`config.mk`:
```
export PLATFORM = sky130hd
export DESIGN_NAME = pc_gen_ras
export DESIGN_NICKNAME = d
export VERILOG_FILES = /design/src/rtl/core_pkg.sv /design/src/rtl/ras_stack.sv /design/src/rtl/pc_gen_ras.sv
export SDC_FILE = /design/constraint.sdc
export NUM_CORES = 1
export LEC_CHECK = 0
export CAP_MARGIN = 20
export CELL_PAD_IN_SITES_DETAIL_PLACEMENT = 0
export CELL_PAD_IN_SITES_GLOBAL_PLACEMENT = 1
export CORE_UTILIZATION = 38
export CTS_CLUSTER_DIAMETER = 150
export DETAILED_ROUTE_END_ITERATION = 16
export GPL_TIMING_DRIVEN = 0
export PLACE_DENSITY = 0.79
export SETUP_SLACK_MARGIN = 0.5
export SYNTH_ARGS = -nofsm -noshare
export SYNTH_HDL_FRONTEND = slang
export SYNTH_HIERARCHICAL = 1
export SYNTH_SLANG_ARGS = --single-unit
```
`constraint.sdc`:
```
create_clock -name clk -period 8.28 [get_ports clk]
set_clock_uncertainty 0.2 [all_clocks]
set_input_delay 2.07 -clock clk [delete_from_list [all_inputs] [get_ports clk]]
set_output_delay 2.07 -clock clk [all_outputs]
set_load 0.005 [all_outputs]
```
`src/rtl/core_pkg.sv`:
```
// Shared core definitions: EX Branch-code encoding and its taken/not-taken decode.
package core_pkg;

  localparam logic [2:0] BR_NONE = 3'b000;
  localparam logic [2:0] BR_JAL  = 3'b001;
  localparam logic [2:0] BR_JALR = 3'b010;
  localparam logic [2:0] BR_BEQ  = 3'b100;
  localparam logic [2:0] BR_BNE  = 3'b101;
  localparam logic [2:0] BR_BLT  = 3'b110;
  localparam logic [2:0] BR_BGE  = 3'b111;

  // Resolved direction for a Branch code; 011 and BR_NONE are never taken.
  function automatic logic br_taken(logic [2:0] br, logic zero, logic lt);
    logic t;
    t = 1'b0;
    unique case (br)
      BR_JAL:  t = 1'b1;
      BR_JALR: t = 1'b1;
      BR_BEQ:  t = zero;
      BR_BNE:  t = !zero;
      BR_BLT:  t = lt;
      BR_BGE:  t = !lt;
      default: t = 1'b0;
    endcase
    return t;
  endfunction

endpackage

```
`src/rtl/ras_stack.sv`:
```
// Return-address stack with a circular top pointer; pushes past full overwrite the oldest entry.
module ras_stack #(
  parameter int unsigned XLEN      = 32,
  parameter int unsigned RAS_DEPTH = 4
) (
  input  logic                         clk,
  input  logic                         rst,
  input  logic                         push_i,
  input  logic                         pop_i,
  input  logic [XLEN-1:0]              data_i,
  output logic [XLEN-1:0]              top_o,
  output logic [$clog2(RAS_DEPTH):0]   count_o
);

  localparam int unsigned PW = $clog2(RAS_DEPTH);
  localparam int unsigned CW = PW + 1;

  logic [XLEN-1:0] mem_q [RAS_DEPTH];
  logic [PW-1:0]   ptr_q, ptr_d;
  logic [CW-1:0]   count_q, count_d;
  logic [PW-1:0]   wr_idx;
  logic            wr_en;
  logic            do_pop;

  assign do_pop = pop_i && (count_q != '0);

  // Pop+push in one cycle rewrites the current top in place.
  always_comb begin
    ptr_d   = ptr_q;
    count_d = count_q;
    wr_en   = 1'b0;
    wr_idx  = ptr_q;
    if (do_pop && push_i) begin
      wr_en = 1'b1;
    end else if (do_pop) begin
      ptr_d   = ptr_q - PW'(1);
      count_d = count_q - CW'(1);
    end else if (push_i) begin
      ptr_d  = ptr_q + PW'(1);
      wr_idx = ptr_q + PW'(1);
      wr_en  = 1'b1;
      if (count_q != CW'(RAS_DEPTH)) count_d = count_q + CW'(1);
    end
  end

  always_ff @(posedge clk) begin
    if (rst) begin
      ptr_q   <= '0;
      count_q <= '0;
      for (int i = 0; i < int'(RAS_DEPTH); i++) mem_q[i] <= '0;
    end else begin
      ptr_q   <= ptr_d;
      count_q <= count_d;
      if (wr_en) mem_q[wr_idx] <= data_i;
    end
  end

  assign top_o   = mem_q[ptr_q];
  assign count_o = count_q;

endmodule

```
`src/rtl/pc_gen_ras.sv`:
```
// Fetch PC generator: JAL/RAS prediction at fetch, branch/jump resolution in EX, flush-driven redirect.
module pc_gen_ras
  import core_pkg::*;
#(
  parameter int unsigned     XLEN      = 32,
  parameter logic [XLEN-1:0] RESET_PC  = '0,
  parameter int unsigned     RAS_DEPTH = 4,
  parameter int unsigned     RAS_EN    = 1
) (
  input  logic                        clk,
  input  logic                        rst,
  input  logic                        stall,
  input  logic                        if_jal_hint,
  input  logic                        if_call_hint,
  input  logic                        if_ret_hint,
  input  logic [XLEN-1:0]             if_imm,
  input  logic                        ex_valid,
  input  logic [2:0]                  ex_branch,
  input  logic                        ex_zero,
  input  logic                        ex_result0,
  input  logic [XLEN-1:0]             ex_imm,
  input  logic [XLEN-1:0]             ex_busa,
  input  logic [XLEN-1:0]             ex_pc,
  input  logic                        ex_pred_taken,
  input  logic [XLEN-1:0]             ex_pred_target,
  output logic [XLEN-1:0]             pc,
  output logic                        pred_taken,
  output logic [XLEN-1:0]             pred_target,
  output logic                        flush,
  output logic [$clog2(RAS_DEPTH):0]  ras_count
);

  localparam logic RAS_ON = (RAS_EN != 0);

  logic [XLEN-1:0] pc_q, pc_d;
  logic [XLEN-1:0] ras_top;
  logic            ras_push, ras_pop, ras_hit, upd;
  logic            ex_taken;
  logic [XLEN-1:0] ex_target, ex_correct;

  // EX resolution of the instruction carried down with its prediction.
  always_comb begin
    ex_taken   = br_taken(ex_branch, ex_zero, ex_result0);
    ex_target  = (ex_branch == BR_JALR) ? ((ex_busa + ex_imm) & ~XLEN'(1))
                                        : (ex_pc + ex_imm);
    ex_correct = ex_taken ? ex_target : (ex_pc + XLEN'(4));
    flush      = !rst && ex_valid &&
                 ((ex_taken != ex_pred_taken) || (ex_taken && (ex_target != ex_pred_target)));
  end

  // Fetch prediction; a ret with an empty stack falls through to JAL/sequential.
  always_comb begin
    ras_hit     = RAS_ON && if_ret_hint && (ras_count != '0);
    pred_taken  = 1'b0;
    pred_target = pc_q + XLEN'(4);
    if (ras_hit) begin
      pred_taken  = 1'b1;
      pred_target = ras_top;
    end else if (if_jal_hint) begin
      pred_taken  = 1'b1;
      pred_target = pc_q + if_imm;
    end
  end

  // Stack moves only on cycles where fetch actually advances down the predicted path.
  assign upd      = !rst && !flush && !stall;
  assign ras_push = RAS_ON && upd && if_call_hint;
  assign ras_pop  = RAS_ON && upd && if_ret_hint;

  always_comb begin
    pc_d = pred_target;
    if (flush)      pc_d = ex_correct;
    else if (stall) pc_d = pc_q;
  end

  always_ff @(posedge clk) begin
    if (rst) pc_q <= RESET_PC;
    else     pc_q <= pc_d;
  end

  ras_stack #(
    .XLEN      (XLEN),
    .RAS_DEPTH (RAS_DEPTH)
  ) u_ras (
    .clk     (clk),
    .rst     (rst),
    .push_i  (ras_push),
    .pop_i   (ras_pop),
    .data_i  (pc_q + XLEN'(4)),
    .top_o   (ras_top),
    .count_o (ras_count)
  );

  assign pc = pc_q;

endmodule

```
==> reports/qor.yml, run 1 <==
status:
  status: "finished with violations"
  violations: "design-rule violations"
cells_and_area:
  syn_to_final_growth_pct: 44.6
  final_layout_size_suffix_gt1_share_pct: 27.9
  nets: 2659
  fillers: 3915
  final_common_cell: "nor2_1"
  diodes: 0
  layout_common_cells: "223 x nor2_1, 170 x buf_4, 159 x nand2_1"
min_path:
  hold_depth: 2
  hold_class: "reg -> reg"
  min_to: "u_ras/count_o[1]"
  hold_start: "u_ras/count_o[1]"
global_routing:
  antenna_found_initial: 0
  grt.busiest_layer: "met2"
  grt_pass1_wl_um: 101000
  track_usage_pct: 30.1
  first_global_vias: 17100
  grt.overflow.total: 0
  grt_use_met1_pct: 38.4
  grt_use_met3_pct: 3.31
  gr-usage-met2_pct: 52.6
  grt_max_degree: 33
pwr:
  total_leakage_power_uw: 0.00943
  powerDensity_nw_per_um2: 151
  power_frac_seq_pct: 28.2
  ir_drop_uv: 162
  p_int_uw: 2260
  pwr-share-clk_pct: 22.3
  power.total_uw: 3600
  switchingPower_uw: 1340
  power_frac_comb_pct: 49.5
  netSwitchingFraction_pct: 37.2
critical_path:
  reg2reg_to: "pc[29]"
  r2r_slack_ps: 3910
  r2r_start: "pc[1]"
  cp.arrival_ps: 8200
  crit_fanout: 4
  ff2ff_path_depth: 15
  cp_common_cell: "buf_6"
  slowest_stage: "fa_2"
  slowest_delay_ps: 330
  required_ps: 8470
  path_class: "in -> reg"
  start_kind: "input port"
  crit_path_end_kind: "register"
timing:
  slew_headroom_pct: 26.6
  finalHoldViolCount: 0
  maxSlewViolCount: 0
  timing.final.ws_setup_ps: 270
  setup-violations-final: 0
  finalCritPeriodShare_pct: 96.7
  worst_pin_slew_ps: 1100
  period_minus_slack_ps: 8010
  max_freq_mhz: 125
  rsz0062_at_grt: "true"
synthesis:
  synthCells: 1938
  yosysUniqueCellTypes: 111
  syn_avg_cell_area_um2: 8.53
  seq_area_frac_synth_pct: 28.0
  ys.flop_type: "edfxtp_1"
  yosys_warnings: 6
  synth_seq_cells: 167
  synth_edf_count: 128
  syn_area_um2: 16500
  synth_nets: 2209
  synthArstFlopShare_pct: 0
place:
  post-place-ws_ps: -2180
  port-buffer-count: 237
  gp_congestion: 0.918
  hpwl_um: 51100
drt:
  totalWireLength_um: 68800
  first_pass_iters: 12
  drt_iter0_markers: 1502
  ant_nets: 0
  viasPerCell: 5.89
  drc: 1
  wl_per_cell_um: 23.0
  vias: 17600
cts:
  cts_buffer_depth: 2
  cts-buffers-inserted: 17
  root_buffer: "clkbuf_16"
  cts_num_sinks: 167
  htreeDepth: 4
  insertion_delay_ps: 440
  cts_tree: "yes"
  clk_pin_slew_worst_paths_ps: 70
die:
  die_x_um: 211
  start_util_pct: 38.4
  core_area_um2: 43000
  rows: 76
  io_pins: 242
  dieHeight_um: 211
  die-area_um2: 44300
run:
  drv_cap: 0
[logic make-up after synthesis]
kind of cell / Yosys count / share of synthesized area (%)
buf+inv: 194 / 4.91
mux: 80 / 7.44
flops: 167 / 28.0
simple gates: 732 / 22.2
compound gates: 521 / 21.6
xor+xnor: 146 / 8.25
fa+ha+maj: 98 / 7.60
[final cells by class]
type	instances	area [um^2]	share of cell area [%]
inverters	79	304	1.27
repair buffers	431	3840	16.1
clock inverters	15	163	0.681
flip-flops and latches	167	4620	19.4
clock buffers	17	425	1.78
well taps	585	732	3.06
plain buffers	115	830	3.47
multi-input cells	1577	13000	54.3
[sequential cells by signal (all words and copies together) (netlist names), named ones only]
register,cells
u_ras/count_o,3
u_ras/ptr_q,2
u_ras/mem_q,128
pc,32
[metrics by stage]
stage / instances / setup TNS [ps] / hold slack (ps) / cell area, um^2 / utilization, %
2_1_floorplan: 1938 / 0 / 389 / 16500 / -
3_3_place_gp: 2760 / -431700 / 427 / 19600 / 45.7
3_5_place_dp: 2763 / -341490 / 438 / 19700 / 45.9
4_1_cts: 2947 / 0 / 448 / 23100 / 53.8
5_1_grt: 2986 / 0 / 479 / 23900 / 55.6
6_report: 2986 / 0 / 444 / 23900 / 55.6
[cells in the mapped netlist (all sizes together) (22+ instances only)]
cell      n  area [um^2]
or3      23          144
a21o     34          255
ha       94         1180
mux2     23          259
nand3    56          285
dfxtp    39          781
xnor2    89          787
nand4    26          178
nand2   168          633
nor3     41          215
a211oi   33          265
o211ai   22          170
mux4     32          721
clkbuf   68          256
o21a     28          211
buf      47          259
o21ai   120          604
a21oi   128          659
edfxtp  128         3840
inv      79          297
mux2i    25          250
and3     45          287
nor2    231          867
xor2     52          463
nand2b   25          156
[power groups by stage]
| stage | Sequential (uW) | Clock, uW | Combinational, uW |
|---|---|---|---|
| after floorplan | 1010 | 0 | 799 |
| after global placement | 1030 | 0 | 1310 |
| after detailed placement | 1030 | 0 | 1320 |
| after CTS | 1010 | 808 | 1620 |
| after global routing | 1020 | 837 | 1890 |
| final | 1010 | 802 | 1780 |
[worst max-delay path: cells and delay by family]
kind | cells | cell delay, ps
buf+inv | 36 | 4080
compound gates | 5 | 960
fa+ha+maj | 2 | 460
mux | 1 | 330
simple gates | 2 | 280
[what timing repair did]
item | 4_1_cts | 5_1_grt
gates cloned | 1 | 0
setup endpoints to repair | 285 | 100
hold buffers | 0 | 0
pin swaps | 155 | 88
setup buffers | 151 | 38
resized for setup | 649 | 102
[layer usage]
metal  part of all wire, %  wire length [um]  up-vias
li1                      -                 -     8126
met1                    41             28200     8495
met2                    48             33300      813
met3                   6.9              4750      142
met5                     0                 0        -
met4                   3.6              2480        0
[worst max-delay path by stage]
| stage | start | endpoint | slack (ps) |
|---|---|---|---|
| after global placement | ex_branch[0] | u_ras/mem_q[0][12] | -2310 |
| after CTS | ex_imm[1] | flush | 380 |
| after global routing | ex_imm[8] | flush | 200 |
| after detailed placement | ex_branch[0] | flush | -2180 |
| final | ex_imm[0] | pc[18] | 270 |
| after floorplan | ex_imm[1] | flush | 630 |
(Power assumes the default switching activity.)
==> run 2, diff against run 1 <==
--- a/config.mk
+++ b/config.mk
@@ -10,9 +10,11 @@
 export CELL_PAD_IN_SITES_GLOBAL_PLACEMENT = 1
 export CORE_UTILIZATION = 38
 export CTS_CLUSTER_DIAMETER = 150
+export CTS_CLUSTER_SIZE = 16
 export DETAILED_ROUTE_END_ITERATION = 16
 export GPL_TIMING_DRIVEN = 0
 export PLACE_DENSITY = 0.79
+export REMOVE_ABC_BUFFERS = 1
 export SETUP_SLACK_MARGIN = 0.5
 export SYNTH_ARGS = -nofsm -noshare
 export SYNTH_HDL_FRONTEND = slang
==> run 2 against run 1 <==
Against the previous run:
- the flow now finishes without violations
- register-to-register slack better by 360 ps
- via count down 4.0%
- highest routed layer is now met5
- largest power group unchanged
- setup slack better by 51 ps
- wire length down 9.4%
- non-clock buffer count down 112
==> reports/qor.yml, run 2 (same netlist as run 1, synthesis figures left out) <==
critical_path:
  crit_fanout: 5
  ff2ff_path_depth: 14
  crit_chain: "buf_4 > ha_4 > a21oi_4 > a2bb2oi_4 > a2111o_1 > buf_6 > a21oi_4 > xnor2_2 > a2111oi_2 > o2111a_1 > nand4_1 > nor4_4 > buf_6 > buf_12 > nand2b_4 > inv_2 > buf_2"
  cp_top_family: "compound AO/OA/AOI/OAI gates"
  slowest_delay_ps: 550
  crit_path_end_kind: "output pin"
  r2r_start: "pc[2]"
  cp.arrival_ps: 5690
  path_class: "in -> out"
  slowest_stage: "a2111o_1"
  required_ps: 6010
  critical_path_buf_inv_count: 6
  reg2reg_to: "pc[23]"
  cp.depth: 17
  start_kind: "input port"
  r2r_slack_ps: 4270
status:
  status: "completed"
cells_and_area:
  final_layout_size_suffix_gt1_share_pct: 27.9
  top_register: "u_ras/mem_q"
  nets: 2548
  fin_cells: 2881
  area.sequential_um2: 4630
  largest_register_ffs: 128
  syn_to_final_growth_pct: 42.2
  final_common_cell: "nor2_1"
  multi_input_area_um2: 13200
  fillers: 3821
  layout_common_cells: "224 x nor2_1, 166 x buf_4, 163 x nand2_1"
timing:
  finalHoldViolCount: 0
  timing.final.ws_setup_ps: 321
  period_minus_slack_ps: 7960
  setup-violations-final: 0
  worst_pin_slew_ps: 971
  maxSlewViolCount: 0
  rsz0062_at_grt: "true"
  max_freq_mhz: 126
  slew_headroom_pct: 35.3
  finalCritPeriodShare_pct: 96.1
drt:
  viasPerCell: 5.86
  wl_met2_um: 30500
  wl_met1_um: 25900
  drt_iter0_markers: 1177
  vias: 16900
  ant_nets: 0
  totalWireLength_um: 62300
  wl_per_cell_um: 21.6
  route.top_layer_used: "met5"
  first_pass_iters: 6
  drc: 0
  met3WireLength_um: 3660
cts:
  insertion_delay_ps: 430
  cts_buffer_depth: 2
  root_buffer: "clkbuf_16"
  htreeDepth: 4
  cts_num_sinks: 167
  cts-buffers-inserted: 17
  clk_pin_slew_worst_paths_ps: 70
  cts_tree: "yes"
min_path:
  hold_class: "reg -> reg"
  hold_depth: 2
  min_to: "pc[0]"
  hold_start: "pc[0]"
global_routing:
  grt_pass1_wl_um: 92300
  grt.overflow.total: 0
  first_global_vias: 16000
  track_usage_pct: 26.9
  grt_max_degree: 43
  antenna_found_initial: 8
run:
  drv_cap: 0
die:
  core_area_um2: 43000
  rows: 76
  die-area_um2: 44300
  io_pins: 242
  dieHeight_um: 211
  die_x_um: 211
  start_util_pct: 38.4
place:
  post-place-ws_ps: -2120
  hpwl_um: 44800
  port-buffer-count: 241
  post-place-cells: 2674
  gp_congestion: 0.897
pwr:
  powerDensity_nw_per_um2: 149
  ir_drop_uv: 135
  total_leakage_power_uw: 0.00915
run 2: cell count changes in the layout (fill, tap and decap cells not counted), moves of 7 or more:
cell           before  now
buf_2              41   26
ha_4               43   55
buf_6              61   19
buf_12              7   14
clkbuf_8           11    1
a21oi_2            18   28
dlygate4sd2_1      27   13
ha_1               45   32
clkbuf_1           44    1
clkbuf_2           10   18
buf_1               7    0
run 2: layout make-up:
cell class	count	share of cell area, %
clock buffers	19	1.89
clock inverters	13	0.677
flip-flops and latches	167	19.7
well taps	585	3.12
diodes	6	0.0639
inverters	79	1.26
repair buffers	434	17.1
multi-input cells	1578	56.2
run 2: report_power, final:
part | total [uW] | switching (uW) | internal [uW]
clock network | 819 | 357 | 462
logic | 1660 | 852 | 809
registers | 1020 | 67.0 | 950
total | 3500 | 1280 | 2220
run 2: timing repair:
action / in CTS / in global routing
pin swaps: 122 / 141
setup buffers: 96 / 72
hold buffers: 0 / 0
gates cloned: 1 / 0
resized for setup: 469 / 223
endpoints found under the setup margin: 282 / 147
run 2: per-layer routing:
metal / vias to the layer above / global-route usage [%]
li1: 7921 / -
met1: 8161 / 35.3
met2: 675 / 45.8
met3: 111 / 2.32
met4: 4 / 10.6
met5: - / 0
run 2: through the flow:
stage / instance area (um^2) / util, % / total power [uW] / TNS [ps] / hold slack [ps]
after floorplan: 16000 / - / 1790 / -996150 / 378
after global placement: 19200 / 44.6 / 2300 / -3076780 / 434
after detailed placement: 19700 / 45.8 / 2330 / -373570 / 455
after CTS: 22500 / 52.3 / 3350 / 0 / 464
after global routing: 23500 / 54.6 / 3660 / 0 / 489
final: 23500 / 54.6 / 3500 / 0 / 459
run 2: worst max path at each step:
| stage | slack (ps) | endpoint | from |
|---|---|---|---|
| after global placement | -13220 | u_ras/mem_q[0][8] | ex_branch[0] |
| after CTS | 290 | flush | ex_busa[1] |
| after floorplan | -4530 | u_ras/mem_q[0][0] | ex_branch[0] |
| after detailed placement | -2120 | flush | ex_branch[0] |
| final | 320 | flush | ex_pc[1] |
| after global routing | 210 | flush | ex_busa[8] |
run 2: worst reg2reg max path, cell delays in order, from the launching register on:
cell and delay [ps]:
dfxtp_1 570, ha_4 290, o21a_2 250, a211oi_4 310
o32ai_4 140, a221o_2 480, buf_4 170, a2111oi_4 340
o41ai_2 160, xor2_1 160, a21oi_1 210, nor2_2 100
mux2_2 270, o21a_1 110, o21a_1 160
